### src/rtl/sync_fifo_pkg.sv
// Shared defaults and pointer-width helper for the sync_fifo slice.
package sync_fifo_pkg;

  localparam int unsigned DATA_WIDTH_DEF = 8;
  localparam int unsigned DEPTH_DEF      = 16;

  // Address bits plus one wrap bit that separates full from empty.
  function automatic int unsigned ptr_w(input int unsigned depth);
    return $clog2(depth) + 1;
  endfunction

endpackage

### src/rtl/sync_fifo_mem.sv
// Simple dual-port register array: synchronous write, registered read.
// Array contents are not reset; only the read register clears.
module sync_fifo_mem #(
  parameter int unsigned DATA_WIDTH = 8,
  parameter int unsigned DEPTH      = 16,
  localparam int unsigned AddrW     = $clog2(DEPTH)
) (
  input  logic                  i_clk,
  input  logic                  i_rst_n,
  input  logic                  i_we,
  input  logic [AddrW-1:0]      i_waddr,
  input  logic [DATA_WIDTH-1:0] i_wdata,
  input  logic                  i_re,
  input  logic [AddrW-1:0]      i_raddr,
  output logic [DATA_WIDTH-1:0] o_rdata
);

  logic [DATA_WIDTH-1:0] r_mem [DEPTH];
  logic [DATA_WIDTH-1:0] r_rdata;

  always_ff @(posedge i_clk) begin
    if (i_we) begin
      r_mem[i_waddr] <= i_wdata;
    end
  end

  always_ff @(posedge i_clk or negedge i_rst_n) begin
    if (!i_rst_n) begin
      r_rdata <= '0;
    end else if (i_re) begin
      r_rdata <= r_mem[i_raddr];
    end
  end

  assign o_rdata = r_rdata;

endmodule

### src/rtl/sync_fifo.sv
// sync_fifo: single-clock FIFO with registered read data and full/empty flags.
// Define SYNC_FIFO_COUNT_EN to add the combinational occupancy output `count`.
module sync_fifo
  import sync_fifo_pkg::*;
#(
  parameter int unsigned DATA_WIDTH = DATA_WIDTH_DEF,
  parameter int unsigned DEPTH      = DEPTH_DEF
) (
  input  logic                  clk,
  input  logic                  rst,
  input  logic                  wr_en,
  input  logic [DATA_WIDTH-1:0] wdata,
  input  logic                  rd_en,
  output logic [DATA_WIDTH-1:0] rdata,
  output logic                  full,
  output logic                  empty
`ifdef SYNC_FIFO_COUNT_EN
  ,
  output logic [$clog2(DEPTH):0] count
`endif
);

  localparam int unsigned AddrW = $clog2(DEPTH);
  localparam int unsigned PtrW  = ptr_w(DEPTH);

  logic [PtrW-1:0] r_wptr;
  logic [PtrW-1:0] r_rptr;
  logic            w_wr_acc;
  logic            w_rd_acc;

  assign empty = (r_wptr == r_rptr);
  assign full  = (r_wptr[PtrW-1] != r_rptr[PtrW-1]) &&
                 (r_wptr[AddrW-1:0] == r_rptr[AddrW-1:0]);

  // Both strobes are qualified against the flags seen before this edge.
  assign w_wr_acc = wr_en && !full;
  assign w_rd_acc = rd_en && !empty;

  always_ff @(posedge clk or negedge rst) begin
    if (!rst) begin
      r_wptr <= '0;
      r_rptr <= '0;
    end else begin
      if (w_wr_acc) begin
        r_wptr <= r_wptr + PtrW'(1);
      end
      if (w_rd_acc) begin
        r_rptr <= r_rptr + PtrW'(1);
      end
    end
  end

`ifdef SYNC_FIFO_COUNT_EN
  assign count = r_wptr - r_rptr;
`endif

  sync_fifo_mem #(
    .DATA_WIDTH (DATA_WIDTH),
    .DEPTH      (DEPTH)
  ) u_mem (
    .i_clk   (clk),
    .i_rst_n (rst),
    .i_we    (w_wr_acc),
    .i_waddr (r_wptr[AddrW-1:0]),
    .i_wdata (wdata),
    .i_re    (w_rd_acc),
    .i_raddr (r_rptr[AddrW-1:0]),
    .o_rdata (rdata)
  );

endmodule

### config.mk
export PLATFORM = sky130hd
export DESIGN_NAME = sync_fifo
export DESIGN_NICKNAME = d
export VERILOG_FILES = /design/src/rtl/sync_fifo_pkg.sv /design/src/rtl/sync_fifo_mem.sv /design/src/rtl/sync_fifo.sv
export SDC_FILE = /design/constraint.sdc
export NUM_CORES = 1
export LEC_CHECK = 0
export ABC_CLOCK_PERIOD_IN_PS = 2800
export BUFFER_PORTS_ARGS = -buffer_cell sky130_fd_sc_hd__buf_2
export CAP_MARGIN = 5
export CORE_UTILIZATION = 45
export CTS_BUF_LIST = sky130_fd_sc_hd__clkbuf_8
export CTS_CLUSTER_SIZE = 10
export DETAILED_ROUTE_END_ITERATION = 8
export PLACE_DENSITY = 0.58
export SYNTH_ARGS = -nofsm -noshare
export SYNTH_HDL_FRONTEND = slang
export SYNTH_SLANG_ARGS = --single-unit
### constraint.sdc
create_clock -name clk -period 2.8 [get_ports clk]
set_clock_uncertainty 0.2 [all_clocks]
set_input_delay 0.56 -clock clk [delete_from_list [all_inputs] [get_ports clk]]
set_output_delay 0.56 -clock clk [all_outputs]
set_load 0.1 [all_outputs]
==> impl_metrics.xml, run 1 <==
<?xml version="1.0" encoding="UTF-8"?>
<metrics>
  <group name="synthesis">
    <metric name="synth.net_count" unit="">302</metric>
    <metric name="avgSynthCellArea" unit="sq um">20.72</metric>
    <metric name="synth_seq_cells" unit="">146</metric>
    <metric name="asyncSetResetFlopFracSynth" unit="%">12.33</metric>
    <metric name="synthCells" unit="">285</metric>
    <metric name="synth_area" unit="sq um">5904</metric>
    <metric name="dominant_cell_type_by_area_after_synthesis" unit="">sky130_fd_sc_hd__edfxtp_1</metric>
    <metric name="post_synth_edffs" unit="">128</metric>
    <metric name="synthMostInstantiatedCell" unit="">sky130_fd_sc_hd__edfxtp_1</metric>
    <metric name="netlist_top_cells_area" unit="">sky130_fd_sc_hd__edfxtp_1, sky130_fd_sc_hd__mux4_2, sky130_fd_sc_hd__dfrtp_1</metric>
    <metric name="synthTopCellsByCount" unit="">sky130_fd_sc_hd__edfxtp_1, sky130_fd_sc_hd__mux4_2, sky130_fd_sc_hd__dfrtp_1</metric>
    <metric name="synth_cell_types" unit="">29</metric>
    <metric name="ys_warn_count" unit="">0</metric>
    <metric name="synth_seq_area_share" unit="%">72.73</metric>
    <metric name="netlist.area_leader.share" unit="%">65.10</metric>
    <metric name="yosys_most_used_dff" unit="">sky130_fd_sc_hd__edfxtp_1</metric>
  </group>
  <group name="floorplan">
    <metric name="start_util" unit="%">46.41</metric>
    <metric name="fp.coreArea" unit="sq um">12720</metric>
    <metric name="die_h" unit="um">116.5</metric>
    <metric name="fp.dieArea" unit="sq um">13580</metric>
    <metric name="std_cell_rows" unit="">41</metric>
    <metric name="fp.dieW" unit="um">116.5</metric>
    <metric name="boundaryPins" unit="">22</metric>
  </group>
  <group name="setup_path">
    <metric name="setup.worst_path.end_class" unit="">output port</metric>
    <metric name="critPathLaunchType" unit="">flip-flop</metric>
    <metric name="worst-endpoint-required" unit="ps">2040</metric>
    <metric name="crit_buf_inv" unit="">1</metric>
    <metric name="critical_path_peak_fanout" unit="">10</metric>
    <metric name="critical-path-max-stage-delay" unit="ps">470</metric>
    <metric name="critical_path.startpoint" unit="">r_rptr[1]</metric>
    <metric name="critical-path-slowest-cell" unit="">sky130_fd_sc_hd__dfrtp_1</metric>
    <metric name="setup.worst_path.class" unit="">reg -&gt; out</metric>
    <metric name="r2r_setup_slack" unit="ps">420</metric>
    <metric name="cp_cell_sequence" unit="">xnor2_1 -&gt; nand4_4 -&gt; nor2_1 -&gt; buf_12</metric>
    <metric name="critPathTopFamily" unit="">simple AND/OR/NAND/NOR gates</metric>
    <metric name="critical_path.reg2reg.startpoint" unit="">r_rptr[1]</metric>
    <metric name="worstPathArrival" unit="ps">1880</metric>
  </group>
  <group name="flow_run">
    <metric name="drv_cap" unit="">0</metric>
  </group>
  <group name="cts">
    <metric name="clock_tree.htree_level_count" unit="">4</metric>
    <metric name="cts-hold-fix-buffers" unit="">1</metric>
    <metric name="tritoncts" unit="">yes</metric>
    <metric name="cts.path.max_buffers" unit="">2</metric>
    <metric name="library_cell_used_as_clock_root_buffer" unit="">sky130_fd_sc_hd__clkbuf_8</metric>
    <metric name="cts.reportedPaths.clkPinSlew" unit="ps">80</metric>
    <metric name="number_of_instances_resized_during_post_cts_repair" unit="">0</metric>
    <metric name="cts.repair_timing.setup_buffer_count" unit="">0</metric>
    <metric name="worstSkewPairLatency" unit="ps">430</metric>
    <metric name="clock_sinks" unit="">146</metric>
    <metric name="numCtsBuffers" unit="">17</metric>
  </group>
  <group name="global_routing">
    <metric name="grt_max_degree" unit="">36</metric>
    <metric name="grt_pass1_vias" unit="">2925</metric>
    <metric name="antenna_violations_before_repair" unit="">0</metric>
    <metric name="gr-total-overflow" unit="">0</metric>
    <metric name="grt_first_pass_wirelength" unit="um">17510</metric>
    <metric name="grtUsageTotal" unit="%">19.21</metric>
  </group>
  <group name="timing">
    <metric name="period_minus_slack" unit="ps">2638</metric>
    <metric name="grt_setup_unrepaired" unit="">false</metric>
    <metric name="final.setup.tns" unit="ps">0</metric>
    <metric name="number_of_pins_with_negative_max_slew_slack_in_the_final_report" unit="">0</metric>
    <metric name="finalWorstSetupSlack" unit="ps">162.2</metric>
    <metric name="timing.max_slew.rel_slack" unit="%">38.53</metric>
    <metric name="maxClockFrequency" unit="MHz">379.1</metric>
    <metric name="setup_viol" unit="">0</metric>
    <metric name="tightest_slew" unit="ps">920.1</metric>
    <metric name="final_min_period_over_clock_period" unit="%">94.21</metric>
    <metric name="timing.final.hold_violations" unit="">0</metric>
  </group>
  <group name="detailed_routing">
    <metric name="drcViolationCount" unit="">0</metric>
    <metric name="antenna_violating_nets_post_route" unit="">0</metric>
    <metric name="routed_wirelength" unit="um">11710</metric>
    <metric name="drtPass1Iterations" unit="">4</metric>
    <metric name="route.detailed.vias_per_inst" unit="">5.519</metric>
    <metric name="wire_per_inst" unit="um">23.09</metric>
    <metric name="vias" unit="">2798</metric>
    <metric name="dr.first_iter.drc_count" unit="">224</metric>
  </group>
  <group name="layout">
    <metric name="multiInputGateArea" unit="sq um">1493</metric>
    <metric name="finalInstanceArea" unit="sq um">6626</metric>
    <metric name="seq_area" unit="sq um">4295</metric>
    <metric name="layout-area-overhead-vs-synth" unit="%">12.23</metric>
    <metric name="final.fill_count" unit="">1072</metric>
    <metric name="insertedDiodeCount" unit="">0</metric>
    <metric name="post_route_cells_drive_above_1_share" unit="%">28.66</metric>
    <metric name="finish.net_count" unit="">339</metric>
  </group>
  <group name="power">
    <metric name="power_density" unit="nW/um^2">1078</metric>
    <metric name="peak_vdd_ir" unit="mV">0.6402</metric>
    <metric name="power_leakage" unit="nW">2.297</metric>
    <metric name="totalPowerFinal" unit="mW">7.141</metric>
  </group>
  <group name="placed_design">
    <metric name="placedInstanceArea" unit="sq um">6237</metric>
    <metric name="hpwl" unit="um">7282</metric>
    <metric name="buffer_ports.inserted" unit="">21</metric>
    <metric name="detailedPlace.worstSlack" unit="ps">420.7</metric>
    <metric name="gp_congestion" unit="">0.7476</metric>
  </group>
  <group name="min_path">
    <metric name="hold_class" unit="">in -&gt; reg</metric>
    <metric name="hold_start" unit="">rd_en</metric>
  </group>
  <group name="outcome">
    <metric name="status" unit="">finished clean</metric>
  </group>
</metrics>
report_power, final:
group | total, mW | internal (mW) | leakage (nW) | switching (mW)
registers | 2.88 | 2.70 | 1.37 | 0.174
clock network | 1.56 | 0.780 | 0.180 | 0.777
logic | 2.71 | 1.08 | 0.748 | 1.63
state kept, by name (all words and copies together), names as in the netlist:
name	flops
r_rptr	5
u_mem.r_mem	128
r_wptr	5
u_mem.o_rdata	8
per-layer routing:
metal | vias up | GRT usage [%] | part of all wire (%)
met2 | 102 | 30.41 | 48
met1 | 1447 | 25.66 | 44
met3 | 7 | 6.020 | 7.2
li1 | 1242 | - | -
met4 | 0 | 5.823 | 0.64
met5 | - | 0 | 0
worst paths after layout:
check,to,cells after the start
max,empty,4
min,r_rptr[4],3
max reg2reg,u_mem.r_mem[4][4],4
min reg2reg,u_mem.o_rdata[0],1
max in group asynchronous,r_rptr[0],2
min in group asynchronous,u_mem.o_rdata[1],2
kinds of logic after synthesis:
logic type                 Yosys count  share of synthesized area [%]
AOI/OAI and AO/OA                   24                          3.242
xor gates and xnor gates            14                          2.077
adders and majority gates            5                          1.060
buffers and inverters               17                          1.992
DFF                                146                          72.73
muxes                               42                          15.26
and+or+nand+nor                     37                          3.645
cell usage in the layout, fill, tap and decap left out, types with 5 or more instances in the layout:
| cell type | netlist | routed |
|---|---|---|
| sky130_fd_sc_hd__edfxtp_1 | 128 | 128 |
| sky130_fd_sc_hd__mux4_2 | 23 | 23 |
| sky130_fd_sc_hd__buf_2 | 2 | 19 |
| sky130_fd_sc_hd__clkbuf_8 | 0 | 17 |
| sky130_fd_sc_hd__dfrtp_1 | 18 | 17 |
| sky130_fd_sc_hd__a22oi_1 | 16 | 16 |
| sky130_fd_sc_hd__and3_1 | 14 | 14 |
| sky130_fd_sc_hd__xnor2_1 | 13 | 13 |
| sky130_fd_sc_hd__mux2_4 | 9 | 9 |
| sky130_fd_sc_hd__mux4_1 | 9 | 9 |
| sky130_fd_sc_hd__buf_4 | 0 | 9 |
| sky130_fd_sc_hd__nand2_1 | 8 | 8 |
| sky130_fd_sc_hd__nor2b_1 | 6 | 6 |
| sky130_fd_sc_hd__ha_1 | 5 | 5 |
| sky130_fd_sc_hd__clkinvlp_4 | 0 | 5 |
worst reg2reg max path: stages (launching register included):
cell and delay [ps]:
sky130_fd_sc_hd__dfrtp_1 470, sky130_fd_sc_hd__xnor2_1 200, sky130_fd_sc_hd__nand4_4 180, sky130_fd_sc_hd__o21a_1 380, sky130_fd_sc_hd__and3_1 590
per-stage QoR:
step	utilization, %	hold slack (ps)	instances
final	52.09	270.4	507
after global routing	52.09	269.7	507
after CTS	52.09	242.8	507
after detailed placement	49.03	288.9	474
after global placement	49.03	291.7	474
after floorplan	-	64.41	285
layout make-up:
class | instances | area share (%)
sequential | 146 | 64.82
multi-input combinational | 122 | 22.53
clock buffer | 17 | 3.531
timing repair buffer | 32 | 3.512
tap | 172 | 3.248
clock inverter | 15 | 2.190
inverter | 3 | 0.1699
Power figures use the tool's default switching activity.
==> run 2: changes to the inputs <==
--- a/config.mk
+++ b/config.mk
@@ -8,6 +8,7 @@
 export ABC_CLOCK_PERIOD_IN_PS = 2800
 export BUFFER_PORTS_ARGS = -buffer_cell sky130_fd_sc_hd__buf_2
 export CAP_MARGIN = 5
+export CORE_MARGIN = 8
 export CORE_UTILIZATION = 45
 export CTS_BUF_LIST = sky130_fd_sc_hd__clkbuf_8
 export CTS_CLUSTER_SIZE = 10
==> constraint.sdc (replaced) <==
create_clock -name clk -period 2.8 [get_ports clk]
set_clock_uncertainty 0.2 [all_clocks]
set_input_delay 0.56 -clock clk [delete_from_list [all_inputs] [get_ports clk]]
set_output_delay 0.56 -clock clk [all_outputs]
set_load 0.01 [all_outputs]
==> run 2 against run 1 <==
Sequential cell count did not move. Die area rose by 25%. Sequential power is essentially flat. Worst setup slack gained 110 ps. Power fell by 10%. Final cell count increased by 0.99%. Wire length increased by 1.5%. Combinational power decreased by 19%. Largest cell class unchanged. Highest routed layer unchanged. Global-route usage shrank 3.8 points. Via count decreased by 1.2%. Fmax is 4.3% higher.
==> impl_metrics.xml, run 2 (synthesized netlist as in run 1, its figures left out) <==
<?xml version="1.0" encoding="UTF-8"?>
<metrics>
  <group name="power">
    <metric name="internal_power_component" unit="mW">4.328</metric>
    <metric name="peak_vdd_ir" unit="mV">0.4357</metric>
    <metric name="p_clk_share" unit="%">20.8</metric>
    <metric name="sw_share" unit="%">32.69</metric>
    <metric name="totalPowerFinal" unit="mW">6.430</metric>
    <metric name="power_density" unit="nW/um^2">983.2</metric>
    <metric name="power.switching" unit="mW">2.102</metric>
    <metric name="power.share.combinational" unit="%">34.1</metric>
    <metric name="sequentialPowerShare" unit="%">45.1</metric>
    <metric name="power_leakage" unit="nW">2.282</metric>
  </group>
  <group name="setup_path">
    <metric name="setup.worst_path.end_class" unit="">output port</metric>
    <metric name="critPathLaunchType" unit="">flip-flop</metric>
    <metric name="critical-path-max-stage-delay" unit="ps">460</metric>
    <metric name="setup.worst_path.class" unit="">reg -&gt; out</metric>
    <metric name="r2r_setup_slack" unit="ps">350</metric>
    <metric name="critical-path-slowest-cell" unit="">sky130_fd_sc_hd__dfrtp_1</metric>
    <metric name="crit_buf_inv" unit="">2</metric>
    <metric name="cp_cell_sequence" unit="">xnor2_1 -&gt; nand4_4 -&gt; buf_4 -&gt; nor2_1 -&gt; buf_2</metric>
    <metric name="critPathTopFamily" unit="">flip-flops</metric>
    <metric name="worstPathArrival" unit="ps">1770</metric>
    <metric name="critical_path_peak_fanout" unit="">7</metric>
    <metric name="worst-endpoint-required" unit="ps">2040</metric>
  </group>
  <group name="detailed_routing">
    <metric name="route.detailed.vias_per_inst" unit="">5.400</metric>
    <metric name="wire_per_inst" unit="um">23.20</metric>
    <metric name="drcViolationCount" unit="">0</metric>
    <metric name="antenna_violating_nets_post_route" unit="">0</metric>
    <metric name="dr.first_iter.drc_count" unit="">236</metric>
    <metric name="vias" unit="">2765</metric>
    <metric name="routed_wirelength" unit="um">11880</metric>
    <metric name="drtPass1Iterations" unit="">4</metric>
  </group>
  <group name="placed_design">
    <metric name="detailedPlace.worstSlack" unit="ps">343.6</metric>
    <metric name="placed_instances" unit="">479</metric>
    <metric name="hpwl" unit="um">7649</metric>
    <metric name="gp_congestion" unit="">0.7643</metric>
    <metric name="placedInstanceArea" unit="sq um">6220</metric>
    <metric name="buffer_ports.inserted" unit="">21</metric>
  </group>
  <group name="flow_run">
    <metric name="drv_cap" unit="">0</metric>
  </group>
  <group name="cts">
    <metric name="clock_sinks" unit="">146</metric>
    <metric name="clock_tree.htree_level_count" unit="">4</metric>
    <metric name="number_of_instances_resized_during_post_cts_repair" unit="">0</metric>
    <metric name="tritoncts" unit="">yes</metric>
    <metric name="worstSkewPairLatency" unit="ps">450</metric>
    <metric name="cts.reportedPaths.clkPinSlew" unit="ps">80</metric>
    <metric name="library_cell_used_as_clock_root_buffer" unit="">sky130_fd_sc_hd__clkbuf_8</metric>
    <metric name="cts.path.max_buffers" unit="">2</metric>
    <metric name="cts.repair_timing.setup_buffer_count" unit="">0</metric>
    <metric name="numCtsBuffers" unit="">17</metric>
  </group>
  <group name="timing">
    <metric name="finalWorstSetupSlack" unit="ps">270.2</metric>
    <metric name="grt_setup_unrepaired" unit="">false</metric>
    <metric name="setup_viol" unit="">0</metric>
    <metric name="timing.final.hold_violations" unit="">0</metric>
    <metric name="timing.hold.ws" unit="ps">246.4</metric>
    <metric name="final_min_period_over_clock_period" unit="%">90.35</metric>
    <metric name="timing.max_slew.rel_slack" unit="%">42.14</metric>
    <metric name="maxClockFrequency" unit="MHz">395.3</metric>
    <metric name="period_minus_slack" unit="ps">2530</metric>
    <metric name="number_of_pins_with_negative_max_slew_slack_in_the_final_report" unit="">0</metric>
    <metric name="tightest_slew" unit="ps">866.1</metric>
    <metric name="final.setup.tns" unit="ps">0</metric>
  </group>
  <group name="global_routing">
    <metric name="grt_max_degree" unit="">36</metric>
    <metric name="grtUsageTotal" unit="%">15.38</metric>
    <metric name="grt_pass1_vias" unit="">2965</metric>
    <metric name="antenna_violations_before_repair" unit="">0</metric>
    <metric name="grt_first_pass_wirelength" unit="um">18210</metric>
    <metric name="gr-total-overflow" unit="">0</metric>
  </group>
  <group name="layout">
    <metric name="finalInstanceArea" unit="sq um">6540</metric>
    <metric name="most_common_cell_after_layout_fill_and_taps_aside" unit="">sky130_fd_sc_hd__edfxtp_1</metric>
    <metric name="layout-area-overhead-vs-synth" unit="%">10.76</metric>
    <metric name="largest_register_ff_count" unit="">128</metric>
    <metric name="most_used_cells_in_the_layout_excluding_fill_and_tap_cells" unit="">sky130_fd_sc_hd__edfxtp_1, sky130_fd_sc_hd__mux4_2, sky130_fd_sc_hd__buf_2, sky130_fd_sc_hd__clkbuf_8, sky130_fd_sc_hd__dfrtp_1</metric>
    <metric name="top_register" unit="">u_mem.r_mem</metric>
    <metric name="final.fill_count" unit="">1107</metric>
    <metric name="fin_util" unit="%">50.18</metric>
    <metric name="post_route_cells_drive_above_1_share" unit="%">27.98</metric>
    <metric name="insertedDiodeCount" unit="">0</metric>
    <metric name="layoutNonFillerInstCount" unit="">512</metric>
    <metric name="finish.net_count" unit="">340</metric>
  </group>
  <group name="floorplan">
    <metric name="boundaryPins" unit="">22</metric>
    <metric name="die_h" unit="um">130.5</metric>
    <metric name="fp.dieW" unit="um">130.5</metric>
    <metric name="fp.coreArea" unit="sq um">13030</metric>
    <metric name="fp.dieArea" unit="sq um">17040</metric>
    <metric name="std_cell_rows" unit="">42</metric>
    <metric name="start_util" unit="%">45.31</metric>
  </group>
  <group name="outcome">
    <metric name="status" unit="">finished clean</metric>
  </group>
  <group name="min_path">
    <metric name="hold_class" unit="">in -&gt; reg</metric>
  </group>
</metrics>
run 2: final cells by class:
cell class / instances / area (sq um) / share of cell area (%)
multi-input combinational: 122 / 1493 / 22.82
timing repair buffer: 33 / 210.2 / 3.214
clock buffer: 17 / 234.0 / 3.578
tap: 176 / 220.2 / 3.367
sequential: 146 / 4295 / 65.68
inverter: 3 / 11.26 / 0.1722
clock inverter: 15 / 76.32 / 1.167
run 2: power groups by stage:
stage	logic (mW)	registers, mW	clock network, mW
after CTS	2.22	2.90	1.38
after global routing	2.37	2.93	1.47
after detailed placement	2.20	2.95	0
final	2.19	2.90	1.34
after floorplan	1.64	2.89	0
after global placement	2.19	2.93	0
run 2: per-layer routing:
metal / up-vias / part of all wire, % / wire, um / track usage [%]
met5: - / 0 / 0 / 0
met4: 0 / 1.2 / 144 / 5.469
li1: 1247 / - / - / -
met1: 1445 / 45 / 5395 / 19.99
met2: 57 / 50 / 5885 / 24.25
met3: 16 / 3.8 / 454 / 4.464
run 2: repair_timing:
item,CTS,global route
endpoints found under the hold margin,18,0
setup endpoints to repair,0,0
hold buffers,1,0
run 2: final timing paths:
check / startpoint / end / cells past startpoint
worst max-delay path: r_rptr[3] / full / 5
worst min-delay path: rd_en / r_rptr[3] / 3
worst max register to register: r_wptr[4] / u_mem.r_mem[9][1] / 4
worst min register to register: u_mem.o_rdata[7] / u_mem.o_rdata[7] / 1
max in group asynchronous: rst / r_rptr[0] / 2
min in group asynchronous: rst / r_rptr[3] / 2
run 2: worst register-to-register path: stages (launching register included):
cell	delay [ps]
sky130_fd_sc_hd__dfrtp_1	420
sky130_fd_sc_hd__xnor2_1	400
sky130_fd_sc_hd__o21a_1	490
sky130_fd_sc_hd__and3_1	450
sky130_fd_sc_hd__buf_4	220
==> run 3: changes to the inputs <==
--- a/config.mk
+++ b/config.mk
@@ -5,7 +5,7 @@
 export SDC_FILE = /design/constraint.sdc
 export NUM_CORES = 1
 export LEC_CHECK = 0
-export ABC_CLOCK_PERIOD_IN_PS = 2800
+export ABC_CLOCK_PERIOD_IN_PS = 2500
 export BUFFER_PORTS_ARGS = -buffer_cell sky130_fd_sc_hd__buf_2
 export CAP_MARGIN = 5
 export CORE_MARGIN = 8
@@ -14,6 +14,7 @@
 export CTS_CLUSTER_SIZE = 10
 export DETAILED_ROUTE_END_ITERATION = 8
 export PLACE_DENSITY = 0.58
+export REMOVE_ABC_BUFFERS = 1
 export SYNTH_ARGS = -nofsm -noshare
 export SYNTH_HDL_FRONTEND = slang
 export SYNTH_SLANG_ARGS = --single-unit
==> constraint.sdc (replaced) <==
create_clock -name clk -period 2.5 [get_ports clk]
set_clock_uncertainty 0.2 [all_clocks]
set_input_delay 0.5 -clock clk [delete_from_list [all_inputs] [get_ports clk]]
set_output_delay 0.5 -clock clk [all_outputs]
set_load 0.01 [all_outputs]
==> run 3 against run 2 <==
Combinational power increased by 20%. Sequential cell count stayed put. Via count up 2.3%. Clock power grew 22%. Sequential power grew 11%. Critical path type unchanged.
==> impl_metrics.xml, run 3 (synthesized netlist as in run 1, its figures left out) <==
<?xml version="1.0" encoding="UTF-8"?>
<metrics>
  <group name="outcome">
    <metric name="status" unit="">finished clean</metric>
  </group>
  <group name="placed_design">
    <metric name="gp_congestion" unit="">0.7562</metric>
    <metric name="buffer_ports.inserted" unit="">21</metric>
    <metric name="hpwl" unit="um">7922</metric>
    <metric name="detailedPlace.worstSlack" unit="ps">163.9</metric>
  </group>
  <group name="detailed_routing">
    <metric name="wire_per_inst" unit="um">24.21</metric>
    <metric name="dr.first_iter.drc_count" unit="">338</metric>
    <metric name="route.detailed.vias_per_inst" unit="">5.438</metric>
    <metric name="drcViolationCount" unit="">0</metric>
    <metric name="vias" unit="">2828</metric>
    <metric name="drtPass1Iterations" unit="">4</metric>
    <metric name="antenna_violating_nets_post_route" unit="">0</metric>
    <metric name="routed_wirelength" unit="um">12590</metric>
  </group>
  <group name="power">
    <metric name="power_density" unit="nW/um^2">1123</metric>
    <metric name="power_leakage" unit="nW">2.356</metric>
    <metric name="peak_vdd_ir" unit="mV">0.4065</metric>
  </group>
  <group name="timing">
    <metric name="final_min_period_over_clock_period" unit="%">94.89</metric>
    <metric name="finalWorstSetupSlack" unit="ps">127.7</metric>
    <metric name="setup_viol" unit="">0</metric>
    <metric name="period_minus_slack" unit="ps">2372</metric>
    <metric name="timing.hold.ws" unit="ps">192.9</metric>
    <metric name="maxClockFrequency" unit="MHz">421.5</metric>
    <metric name="timing.final.hold_violations" unit="">0</metric>
    <metric name="timing.max_slew.rel_slack" unit="%">37.30</metric>
    <metric name="number_of_pins_with_negative_max_slew_slack_in_the_final_report" unit="">0</metric>
    <metric name="tightest_slew" unit="ps">938.6</metric>
  </group>
  <group name="global_routing">
    <metric name="grt_pass1_vias" unit="">3021</metric>
    <metric name="grt_first_pass_wirelength" unit="um">19050</metric>
    <metric name="gr-total-overflow" unit="">0</metric>
    <metric name="grt_max_degree" unit="">36</metric>
    <metric name="grtUsageTotal" unit="%">16.14</metric>
    <metric name="antenna_violations_before_repair" unit="">0</metric>
  </group>
  <group name="cts">
    <metric name="numCtsBuffers" unit="">17</metric>
    <metric name="worstSkewPairLatency" unit="ps">440</metric>
    <metric name="cts.reportedPaths.clkPinSlew" unit="ps">80</metric>
    <metric name="cts.path.max_buffers" unit="">2</metric>
    <metric name="clock_tree.htree_level_count" unit="">4</metric>
    <metric name="tritoncts" unit="">yes</metric>
    <metric name="clock_sinks" unit="">146</metric>
    <metric name="library_cell_used_as_clock_root_buffer" unit="">sky130_fd_sc_hd__clkbuf_8</metric>
  </group>
  <group name="setup_path">
    <metric name="critPathLaunchType" unit="">flip-flop</metric>
    <metric name="worstPathArrival" unit="ps">1670</metric>
    <metric name="cp_cell_sequence" unit="">xnor2_2 -&gt; nand4_4 -&gt; buf_4 -&gt; nor2_1 -&gt; buf_2</metric>
    <metric name="critical-path-max-stage-delay" unit="ps">430</metric>
    <metric name="critical_path_peak_fanout" unit="">7</metric>
    <metric name="worst-endpoint-required" unit="ps">1800</metric>
    <metric name="r2r_setup_slack" unit="ps">170</metric>
    <metric name="crit_buf_inv" unit="">2</metric>
    <metric name="critPathTopFamily" unit="">flip-flops</metric>
    <metric name="setup.worst_path.class" unit="">reg -&gt; out</metric>
    <metric name="critical-path-slowest-cell" unit="">sky130_fd_sc_hd__dfrtp_1</metric>
    <metric name="setup.worst_path.end_class" unit="">output port</metric>
  </group>
  <group name="min_path">
    <metric name="hold_class" unit="">in -&gt; reg</metric>
  </group>
  <group name="floorplan">
    <metric name="std_cell_rows" unit="">42</metric>
    <metric name="start_util" unit="%">45.31</metric>
    <metric name="boundaryPins" unit="">22</metric>
    <metric name="fp.dieArea" unit="sq um">17040</metric>
    <metric name="fp.dieW" unit="um">130.5</metric>
    <metric name="die_h" unit="um">130.5</metric>
    <metric name="fp.coreArea" unit="sq um">13030</metric>
  </group>
  <group name="layout">
    <metric name="largest_register_ff_count" unit="">128</metric>
    <metric name="post_route_cells_drive_above_1_share" unit="%">30.81</metric>
    <metric name="finish.net_count" unit="">348</metric>
    <metric name="insertedDiodeCount" unit="">0</metric>
    <metric name="top_register" unit="">u_mem.r_mem</metric>
    <metric name="most_common_cell_after_layout_fill_and_taps_aside" unit="">sky130_fd_sc_hd__edfxtp_1</metric>
    <metric name="most_used_cells_in_the_layout_excluding_fill_and_tap_cells" unit="">sky130_fd_sc_hd__edfxtp_1, sky130_fd_sc_hd__mux4_2, sky130_fd_sc_hd__buf_2, sky130_fd_sc_hd__buf_4</metric>
    <metric name="layout-area-overhead-vs-synth" unit="%">12.59</metric>
  </group>
  <group name="flow_run">
    <metric name="drv_cap" unit="">0</metric>
  </group>
</metrics>
## run 3: cell count changes in the layout (fill, tap and decap cells not counted), sizes merged
cell and change:
buf +8, bufinv +1, clkinvlp -1
## run 3: worst paths after layout
kind / cells after the start / endpoint / startpoint
max in group asynchronous: 2 / r_rptr[0] / rst
worst min register to register: 1 / u_mem.o_rdata[4] / u_mem.o_rdata[4]
worst max-delay path: 5 / full / r_rptr[3]
min in group asynchronous: 2 / u_mem.o_rdata[7] / rst
worst min-delay path: 3 / r_rptr[3] / rd_en
worst max register to register: 5 / u_mem.o_rdata[3] / r_rptr[0]
## run 3: per-layer routing
layer / vias to the layer above / global-route usage, % / wire length [um] / share of wire, %
met5: - / 0 / 0 / 0
met3: 21 / 4.018 / 472 / 3.7
li1: 1259 / - / - / -
met2: 61 / 24.07 / 5903 / 47
met4: 0 / 7.022 / 246 / 2.0
met1: 1487 / 22.11 / 5968 / 47
## run 3: tightest hold or removal path, delay by kind of cell
family,cells,cell delay [ps]
AO/OA/AOI/OAI,1,100
XOR/XNOR,1,70
buffers and inverters,1,130
## run 3: where the power goes
group          internal (mW)  total [mW]  switching, mW
logic                   1.28        2.63           1.35
clock network          0.756        1.63          0.869
registers               3.03        3.21          0.184
## run 3: stage by stage
step	util [%]	cells	TNS (ps)	total power [mW]	instance area, sq um
6_report	51.01	520	0	7.467	6648
4_1_cts	50.75	520	0	7.476	6614
3_5_place_dp	48.09	487	0	5.849	6267
3_3_place_gp	48.09	487	0	5.837	6267
2_1_floorplan	-	271	-73110	4.923	5798
5_1_grt	51.01	520	-7.961	7.852	6648
## run 3: timing repair
action	4_1_cts	5_1_grt
hold endpoints to repair	18	0
hold buffers	1	0
gates resized for setup	0	5
buffers inserted	0	0
setup endpoints to repair	0	2
## run 3: layout make-up
class | instances | area, sq um
Tap cell | 176 | 220.2
Fill cell | 1105 | 6385
Timing Repair Buffer | 41 | 261.5
Clock inverter | 15 | 102.6
Sequential cell | 146 | 4295
Multi-Input combinational cell | 122 | 1523
Clock buffer | 17 | 234.0
Inverter | 3 | 11.26
